==> src/rtl/sample_stream_packetizer.sv <==
// sample_stream_packetizer: FIFO-buffered sample stream framed into fixed-length Avalon-ST packets with zero-pad flush
module sample_stream_packetizer #(
    parameter int DATA_W     = 32,
    parameter int PKT_LEN    = 96,
    parameter int FIFO_DEPTH = 16,
    parameter int CNT_W      = 16
) (
    input  logic                          clk,
    input  logic                          n_rst,
    input  logic                          i_enable,
    input  logic                          i_clr_status,
    input  logic [DATA_W-1:0]             asi_data,
    input  logic                          asi_valid,
    output logic [DATA_W-1:0]             aso_data,
    output logic                          aso_valid,
    input  logic                          aso_ready,
    output logic                          aso_startofpacket,
    output logic                          aso_endofpacket,
    output logic                          o_overflow,
    output logic [CNT_W-1:0]              o_drop_count,
    output logic [CNT_W-1:0]              o_pkt_count,
    output logic [$clog2(FIFO_DEPTH):0]   o_fill
);
    localparam int AW = $clog2(FIFO_DEPTH);
    localparam int BW = $clog2(PKT_LEN);
    localparam logic [AW:0]   FULL = (AW+1)'(FIFO_DEPTH);
    localparam logic [BW-1:0] LAST = BW'(PKT_LEN - 1);
    typedef enum logic [1:0] {IDLE, STREAM, FLUSH} state_t;
    state_t state;
    logic [DATA_W-1:0] mem [FIFO_DEPTH];
    logic [AW-1:0] wr_ptr, rd_ptr;
    logic [BW-1:0] beat, beat_next;
    logic xfer, out_free, empty, push_req, pop, bypass, pad, wr, drop, last, idle_ok;
    assign xfer      = aso_valid && aso_ready;
    assign out_free  = !aso_valid || aso_ready;
    assign empty     = o_fill == '0;
    assign last      = beat == LAST;
    assign beat_next = xfer ? (last ? '0 : beat + BW'(1)) : beat;
    assign push_req  = state == STREAM && asi_valid;
    assign pop       = out_free && !empty;
    assign bypass    = out_free && empty && push_req;
    assign pad       = out_free && empty && state == FLUSH && beat_next != '0;
    assign wr        = push_req && !bypass && (o_fill != FULL || pop);
    assign drop      = push_req && o_fill == FULL && !pop;
    // Leave only when nothing is buffered, held or arriving, so no partial packet escapes.
    assign idle_ok   = empty && beat == '0 && !aso_valid && !push_req;
    assign aso_startofpacket = aso_valid && beat == '0;
    assign aso_endofpacket   = aso_valid && last;
    always_ff @(posedge clk) begin
        if (wr) mem[wr_ptr] <= asi_data;
    end
    always_ff @(posedge clk or negedge n_rst) begin
        if (!n_rst) begin
            state        <= IDLE;
            wr_ptr       <= '0;
            rd_ptr       <= '0;
            beat         <= '0;
            aso_data     <= '0;
            aso_valid    <= 1'b0;
            o_overflow   <= 1'b0;
            o_drop_count <= '0;
            o_pkt_count  <= '0;
            o_fill       <= '0;
        end else begin
            state <= state == IDLE   ? (i_enable ? STREAM : IDLE) :
                     state == STREAM ? (i_enable ? STREAM : idle_ok ? IDLE : FLUSH) :
                     (idle_ok ? IDLE : FLUSH);
            if (wr) wr_ptr <= wr_ptr + AW'(1);
            if (pop) rd_ptr <= rd_ptr + AW'(1);
            o_fill <= o_fill + (AW+1)'(wr) - (AW+1)'(pop);
            beat <= beat_next;
            if (xfer && last) o_pkt_count <= o_pkt_count + CNT_W'(1);
            if (pop || bypass || pad) begin
                aso_valid <= 1'b1;
                aso_data  <= pop ? mem[rd_ptr] : bypass ? asi_data : '0;
            end else if (xfer) begin
                aso_valid <= 1'b0;
            end
            if (drop) begin
                o_overflow   <= 1'b1;
                o_drop_count <= i_clr_status ? CNT_W'(1) :
                                (&o_drop_count) ? o_drop_count : o_drop_count + CNT_W'(1);
            end else if (i_clr_status) begin
                o_overflow   <= 1'b0;
                o_drop_count <= '0;
            end
        end
    end
endmodule

==> config.mk <==
export PLATFORM = sky130hd
export DESIGN_NAME = sample_stream_packetizer
export DESIGN_NICKNAME = d
export VERILOG_FILES = /design/src/rtl/sample_stream_packetizer.sv
export SDC_FILE = /design/constraint.sdc
export NUM_CORES = 1
export LEC_CHECK = 0
export ABC_CLOCK_PERIOD_IN_PS = 3900
export BUFFER_PORTS_ARGS = -buffer_cell sky130_fd_sc_hd__buf_4
export CAP_MARGIN = 15
export CORE_MARGIN = 1
export CORE_UTILIZATION = 50
export DETAILED_ROUTE_END_ITERATION = 10
export GPL_ROUTABILITY_DRIVEN = 0
export PLACE_DENSITY = 0.67
export SLEW_MARGIN = 30
export SYNTH_ARGS = -nofsm -noshare
export SYNTH_HDL_FRONTEND = slang
export SYNTH_SLANG_ARGS = --single-unit
export TNS_END_PERCENT = 10
==> constraint.sdc <==
create_clock -name clk -period 3.9 [get_ports clk]
set_clock_uncertainty 0.15 [all_clocks]
set_input_delay 0.585 -clock clk [delete_from_list [all_inputs] [get_ports clk]]
set_output_delay 0.585 -clock clk [all_outputs]
set_load 0.02 [all_outputs]
==> impl_metrics.py, run 1 <==
metrics = {
    "global_routing": {
        "grt_max_degree": 70,
        "grt_util_met2_pct": 34.22,
        "grt_first_pass_wirelength_mm": 74.41,
        "use_met3_pct": 3.079,
        "track_usage_pct": 20.83,
        "busiest_layer": "met2",
        "grt_util_met1_pct": 29.16,
        "overflow": 0,
        "grt_antenna_before_repair": 0,
        "grt_pass1_vias": 12050,
    },
    "logic_synthesis": {
        "synth_top_cells_by_count": "edfxtp_1, mux4_2, mux2i_1",
        "synth_area_leader_cell": "edfxtp_1",
        "synth.avg_cell_area_um2": 19.63,
        "synth-seq-cells": 600,
        "netlist_area_um2": 23830,
        "synthTopCellsByArea": "edfxtp_1, mux4_2, dfrtp_1",
        "synth_edf_count": 512,
        "ys_types": 54,
        "seq_area_frac_synth_pct": 73.76,
        "yosysMostFrequentCell": "edfxtp_1",
        "syn_inst": 1214,
        "ys.flop_type": "edfxtp_1",
        "synth_warnings": 0,
        "syn-num-nets": 1268,
        "synth_top_area_share_pct": 64.52,
        "synth-async-reset-ratio_pct": 14.67,
    },
    "worst_setup_path": {
        "worstPathMaxFanout": 6,
        "start_kind": "register",
        "cp_data_required_time_ns": 4.28,
        "slowest_stage": "fa_1",
        "slowest_delay_ns": 0.44,
        "critPathKind": "reg -> reg",
        "endpoint_kind": "register",
        "critical_path.top_delay_family": "adder cells",
        "path_cells": "inv_1 -> ha_1 -> nor4b_2 -> nor2_1 -> ha_1 -> inv_1 -> ha_1 -> fa_1 -> a21oi_1 -> nor2_1 -> nor2_1 -> xnor2_1",
        "arrival_ns": 3.35,
        "path_buf_inv": 2,
    },
    "clock_tree": {
        "cts_setup_buffers": 0,
        "path_clk_slew_ns": 0.06,
        "numCtsBuffers": 59,
        "htreeDepth": 2,
        "cts-root-buf": "clkbuf_16",
        "hold_buffers": 1,
        "cts_resized": 0,
        "cts_buffer_depth": 3,
        "clk_latency_ns": 0.63,
        "cts_tree": "yes",
        "clock_sinks": 600,
    },
    "detailed_routing": {
        "antenna_left": 0,
        "drt_iter0_drc": 937,
        "wl_mm": 48.33,
        "routed_via_density": 5.778,
        "wire_per_inst_um": 23.84,
        "vias": 11710,
        "drc_errors": 9,
        "drtPass1Iterations": 8,
    },
    "place": {
        "dp.final_hpwl_mm": 28.57,
        "numPlacedInstances": 1914,
        "numPortBuffers": 110,
    },
    "die": {
        "core_um2": 46750,
        "die-area_um2": 48540,
        "ioPinCount": 111,
        "die_h_um": 220.3,
        "die_width_um": 220.3,
        "num_rows": 79,
        "initial_utilization_pct": 50.97,
    },
    "timing": {
        "max_freq_mhz": 336.1,
        "worst_slew_pin_slew_ns": 0.7606,
        "period_needed_ns": 2.976,
        "max_slew_margin_pct": 49.29,
        "hold_viol_final": 0,
        "fin_tns_setup_ns": 0,
        "final_max_slew_viol_count": 0,
        "fin_crit_sh_pct": 76.30,
        "finalSetupViolations": 0,
        "rsz0062_at_grt": "no",
    },
    "power_and_ir_drop": {
        "power_frac_seq_pct": 42.4,
        "peakVddDrop_mv": 0.5702,
        "p_per_area_nw_per_um2": 655.6,
        "clkPwrFrac_pct": 31.7,
        "p_comb_share_pct": 26.0,
        "p_sw_mw": 5.202,
        "intPower_mw": 12.92,
        "leakage_nw": 9.719,
        "netSwitchingFraction_pct": 28.70,
    },
    "outcome": {
        "violations": "DRC",
        "status": "finished, violations left",
    },
    "finish": {
        "final_core_util_pct": 59.13,
        "areaGrowthSynthToFinish_pct": 16.01,
        "fin_nets": 1423,
        "instances_no_fill": 2027,
        "drive_gt1_share_pct": 27.82,
        "n_antenna_cell": 0,
    },
    "hold_path": {
        "worst_hold_path_type": "in -> reg",
    },
    "job": {
        "cap_violations": 0,
    },
}
## layer usage
layer,wire length [um],vias up,share of wire [%]
met3,2467,66,5.1
met1,20860,6141,43
li1,-,5177,-
met2,24100,327,50
met4,903,0,1.9
met5,0,-,0
## sequential cells by signal, indices dropped and copies added (netlist names)
| signal | count |
|---|---|
| aso_valid | 1 |
| o_fill | 5 |
| o_overflow | 1 |
| mem | 512 |
| o_drop_count | 16 |
| wr_ptr | 4 |
| state | 2 |
| o_pkt_count | 16 |
| beat | 7 |
| rd_ptr | 4 |
| aso_data | 32 |
## layout by cell type, fill, tap and decap left out, types with 2 or more instances in the layout
master,instances
mux2_2,3
nand3_1,10
nor2_1,29
xnor2_1,25
nand2b_1,2
mux2i_1,98
o22ai_1,32
a21o_1,2
a31oi_1,3
nor4_1,2
dfrtp_4,3
clkinv_1,13
edfxtp_1,512
dfrtp_1,85
and3_1,10
bufinv_16,8
clkbuf_8,2
and2_1,2
inv_6,2
xor2_1,17
nor3_1,2
nor3b_1,5
ha_1,15
o21ai_0,6
buf_12,16
inv_1,49
mux4_2,128
nand4_1,13
buf_4,132
nand2_1,20
and2_2,16
o211ai_1,4
clkbuf_1,14
clkinvlp_4,3
clkbuf_16,59
a21oi_1,38
and4_1,4
nand2_4,2
clkinv_2,9
## final cells by class
type,instances,area [um2]
clock buffers,75,1556
clock inverters,37,412.9
fillers,3416,19110
inverters,49,183.9
multi-input cells,509,5813
flip-flops and latches,600,17590
well taps,607,759.5
repair buffers,150,1333
## power groups by stage
stage          Clock, mW  Combinational [mW]  Sequential, mW
2_1_floorplan          0                3.37            7.75
3_3_place_gp           0                4.76            7.80
3_5_place_dp           0                4.79            7.82
4_1_cts             5.86                4.80            7.69
5_1_grt             6.10                5.14            7.73
6_report            5.74                4.70            7.68
## worst register-to-register path, delay by kind of cell, from the launching register on
| family | cells | cell delay [ns] |
|---|---|---|
| adder cells (fa/ha/maj) | 4 | 1.13 |
| AND/OR/NAND/NOR | 4 | 0.81 |
| flip-flops | 1 | 0.40 |
| AO/OA/AOI/OAI | 1 | 0.15 |
| buffers and inverters | 2 | 0.13 |
| XOR/XNOR | 1 | 0.12 |
## per-stage QoR
stage / setup WS [ns] / hold WS (ns) / cell area, um2 / total power, mW
2_1_floorplan: 0.7861 / 0.1394 / 23830 / 11.12
3_3_place_gp: 0.7570 / 0.3105 / 25660 / 12.56
3_5_place_dp: 0.7600 / 0.3217 / 25670 / 12.61
4_1_cts: 0.8889 / 0.03485 / 27650 / 18.35
5_1_grt: 0.6874 / 0.06976 / 27650 / 18.97
6_report: 0.9243 / 0.07263 / 27650 / 18.13
## kinds of logic after synthesis
logic type                 count (synthesis)  share of synthesized area, %
DFF                                      600                         73.76
muxes                                    229                         16.36
and+or+nand+nor                          128                         3.087
buffers and inverters                    105                         1.964
AOI/OAI and AO/OA                         94                         2.420
xor gates and xnor gates                  42                         1.544
adders and majority gates                 16                        0.8716
## final timing paths
kind | endpoint | depth (start not counted) | slack, ns | start
worst max-delay path | o_fill[4]$_DFF_PN0_ | 12 | 0.92 | o_fill[3]$_DFF_PN0_
worst max register to register | o_fill[4]$_DFF_PN0_ | 12 | 0.92 | o_fill[3]$_DFF_PN0_
min in group asynchronous | aso_data[1]$_DFFE_PN0P_ | 2 | 0.44 | n_rst
worst min-delay path | state[0]$_DFF_PN0_ | 3 | 0.07 | i_enable
max in group asynchronous | beat[6]$_DFF_PN0_ | 3 | 2.36 | n_rst
worst min register to register | o_pkt_count[15]$_DFFE_PN0P_ | 1 | 0.32 | o_pkt_count[15]$_DFFE_PN0P_
(Power assumes the default switching activity.)
==> run 2: changes to the inputs <==
--- a/config.mk
+++ b/config.mk
@@ -5,7 +5,7 @@
 export SDC_FILE = /design/constraint.sdc
 export NUM_CORES = 1
 export LEC_CHECK = 0
-export ABC_CLOCK_PERIOD_IN_PS = 3900
+export ABC_CLOCK_PERIOD_IN_PS = 3100
 export BUFFER_PORTS_ARGS = -buffer_cell sky130_fd_sc_hd__buf_4
 export CAP_MARGIN = 15
 export CORE_MARGIN = 1
==> constraint.sdc (replaced) <==
create_clock -name clk -period 3.1 [get_ports clk]
set_clock_uncertainty 0.15 [all_clocks]
set_input_delay 0.465 -clock clk [delete_from_list [all_inputs] [get_ports clk]]
set_output_delay 0.465 -clock clk [all_outputs]
set_load 0.02 [all_outputs]
==> run 2 against run 1 <==
Against the previous run:
- the flow still finishes with violations (DRC)
- largest cell class unchanged
- non-clock buffer count grew 47
- combinational power increased by 30%
- clock power grew 20%
- highest routed layer unchanged
- cell area up 1.2%
- sequential power is 25% higher
- sequential share of layout area is 0.73 points lower
==> impl_metrics.py, run 2 (synthesized netlist as in run 1, its figures left out) <==
metrics = {
    "finish": {
        "n_fill_cell": 3389,
        "layout_commonest_cell": "edfxtp_1",
        "largest_reg_flops": 512,
        "n_antenna_cell": 0,
        "instances_no_fill": 2074,
        "largest-register": "mem",
        "areaGrowthSynthToFinish_pct": 17.36,
        "largestRegisters": "mem: 512 flops, aso_data: 32 flops",
        "fin_nets": 1471,
        "final_cell_mix": "edfxtp_1, buf_4, mux4_2",
        "drive_gt1_share_pct": 28.08,
        "regArea_um2": 17590,
        "multi_input_area_um2": 5813,
    },
    "timing": {
        "fin_tns_setup_ns": 0,
        "final_max_slew_viol_count": 0,
        "max_freq_mhz": 359.8,
        "hold_viol_final": 0,
        "fin_ws_ns": 0.3211,
        "worst_slew_pin_slew_ns": 0.7254,
        "period_needed_ns": 2.779,
        "finalSetupViolations": 0,
        "fin_crit_sh_pct": 89.64,
        "max_slew_margin_pct": 51.64,
        "rsz0062_at_grt": "no",
    },
    "hold_path": {
        "whs_path_depth": 1,
        "worst_hold_path_type": "in -> reg",
        "hold-path-endpoint": "mem[9][9]$_DFFE_PP_",
        "min_from": "asi_data[9]",
    },
    "global_routing": {
        "track_usage_pct": 20.87,
        "busiest_layer": "met2",
        "overflow": 0,
        "grt_first_pass_wirelength_mm": 74.76,
        "use_met3_pct": 2.859,
        "grt_util_met1_pct": 29.88,
        "grt_antenna_before_repair": 0,
        "grt_util_met2_pct": 33.81,
        "grt_pass1_vias": 12280,
        "grt_max_degree": 71,
    },
    "clock_tree": {
        "clk_latency_ns": 0.62,
        "numCtsBuffers": 60,
        "cts_setup_buffers": 0,
        "htreeDepth": 2,
        "cts_buffer_depth": 3,
        "cts_tree": "yes",
        "cts-root-buf": "clkbuf_16",
        "clock_sinks": 600,
        "path_clk_slew_ns": 0.06,
    },
    "place": {
        "numPlacedInstances": 1933,
        "dp.final_hpwl_mm": 28.50,
        "dp_slack_ns": 0.2490,
        "numPortBuffers": 110,
    },
    "power_and_ir_drop": {
        "netSwitchingFraction_pct": 28.57,
        "p_sw_mw": 6.452,
        "power_frac_seq_pct": 42.6,
        "power_mw": 22.58,
        "p_comb_share_pct": 27.0,
        "intPower_mw": 16.13,
        "p_per_area_nw_per_um2": 807.4,
        "peakVddDrop_mv": 0.5142,
        "leakage_nw": 9.896,
        "clkPwrFrac_pct": 30.5,
    },
    "worst_setup_path": {
        "worstPathMaxFanout": 3,
        "critPathKind": "reg -> reg",
        "start_kind": "register",
        "r2r_end": "o_fill[4]$_DFF_PN0_",
        "reg2reg_depth": 13,
        "cp_data_required_time_ns": 3.48,
        "endpoint_kind": "register",
        "r2r_start": "o_fill[3]$_DFF_PN0_",
        "rrSetupSlack_ns": 0.32,
        "arrival_ns": 3.16,
    },
    "die": {
        "die_h_um": 220.3,
        "initial_utilization_pct": 50.97,
        "core_um2": 46750,
        "num_rows": 79,
        "die-area_um2": 48540,
        "die_width_um": 220.3,
        "ioPinCount": 111,
    },
    "detailed_routing": {
        "routed_via_density": 5.708,
        "vias": 11840,
        "drtPass1Iterations": 8,
        "wl_mm": 48.36,
        "wire_per_inst_um": 23.32,
        "drt_iter0_drc": 790,
        "drc_errors": 10,
        "antenna_left": 0,
    },
    "job": {
        "cap_violations": 0,
    },
    "outcome": {
        "violations": "DRC",
        "status": "finished, violations left",
    },
}
==> run 2: worst max-delay path by stage <==
stage	startpoint	end	cells after the start
5_1_grt	o_fill[3]$_DFF_PN0_	o_fill[4]$_DFF_PN0_	13
3_5_place_dp	aso_ready	o_fill[4]$_DFF_PN0_	13
2_1_floorplan	aso_valid$_DFFE_PN0P_	mem[8][0]$_DFFE_PP_	6
6_report	o_fill[3]$_DFF_PN0_	o_fill[4]$_DFF_PN0_	13
3_3_place_gp	aso_ready	o_fill[4]$_DFF_PN0_	13
4_1_cts	o_fill[3]$_DFF_PN0_	o_fill[4]$_DFF_PN0_	13
==> run 2: metrics by stage <==
stage | util [%] | instance area (um2) | hold WS [ns]
global placement | 55.17 | 25790 | 0.3141
detailed placement | 55.18 | 25800 | 0.3147
global route | 59.82 | 27970 | 0.02494
CTS | 59.82 | 27970 | 0.001282
finish | 59.82 | 27970 | 0.03131
floorplan | - | 23830 | 0.01941
==> run 2: area by class of cell <==
class | count | share of cell area (%)
Timing Repair Buffer | 197 | 6.232
Inverter | 49 | 0.6577
Tap cell | 607 | 2.716
Multi-Input combinational cell | 509 | 20.79
Clock buffer | 91 | 6.223
Clock inverter | 21 | 0.4966
Sequential cell | 600 | 62.89
==> run 2: power by group through the flow <==
stage	clock, mW	combinational, mW	sequential [mW]
6_report	6.88	6.09	9.62
4_1_cts	7.03	6.22	9.61
5_1_grt	7.35	6.63	9.67
3_5_place_dp	0	6.17	9.77
3_3_place_gp	0	6.10	9.76
2_1_floorplan	0	4.24	9.75
==> run 2: repair_timing <==
item | 4_1_cts | 5_1_grt
hold endpoints to repair | 464 | 0
gates resized for setup | 0 | 0
hold buffers | 29 | 0
==> run 2: critical path, stage by stage, from the launching register on <==
cell	delay, ns
dfrtp_1	0.38
inv_1	0.08
ha_1	0.19
nor3b_1	0.15
a21oi_1	0.21
inv_1	0.14
ha_1	0.30
inv_1	0.04
ha_1	0.20
fa_1	0.43
a21oi_1	0.15
nor2_1	0.06
nor2_1	0.11
xnor2_1	0.12
==> run 2: routing by layer <==
metal  part of all wire, %  vias up  wire length [um]
li1                      -     5271                 -
met2                    49      270             23670
met5                     0        -                 0
met3                   4.5       68              2197
met4                   1.9        0               918
met1                    45     6229             21570
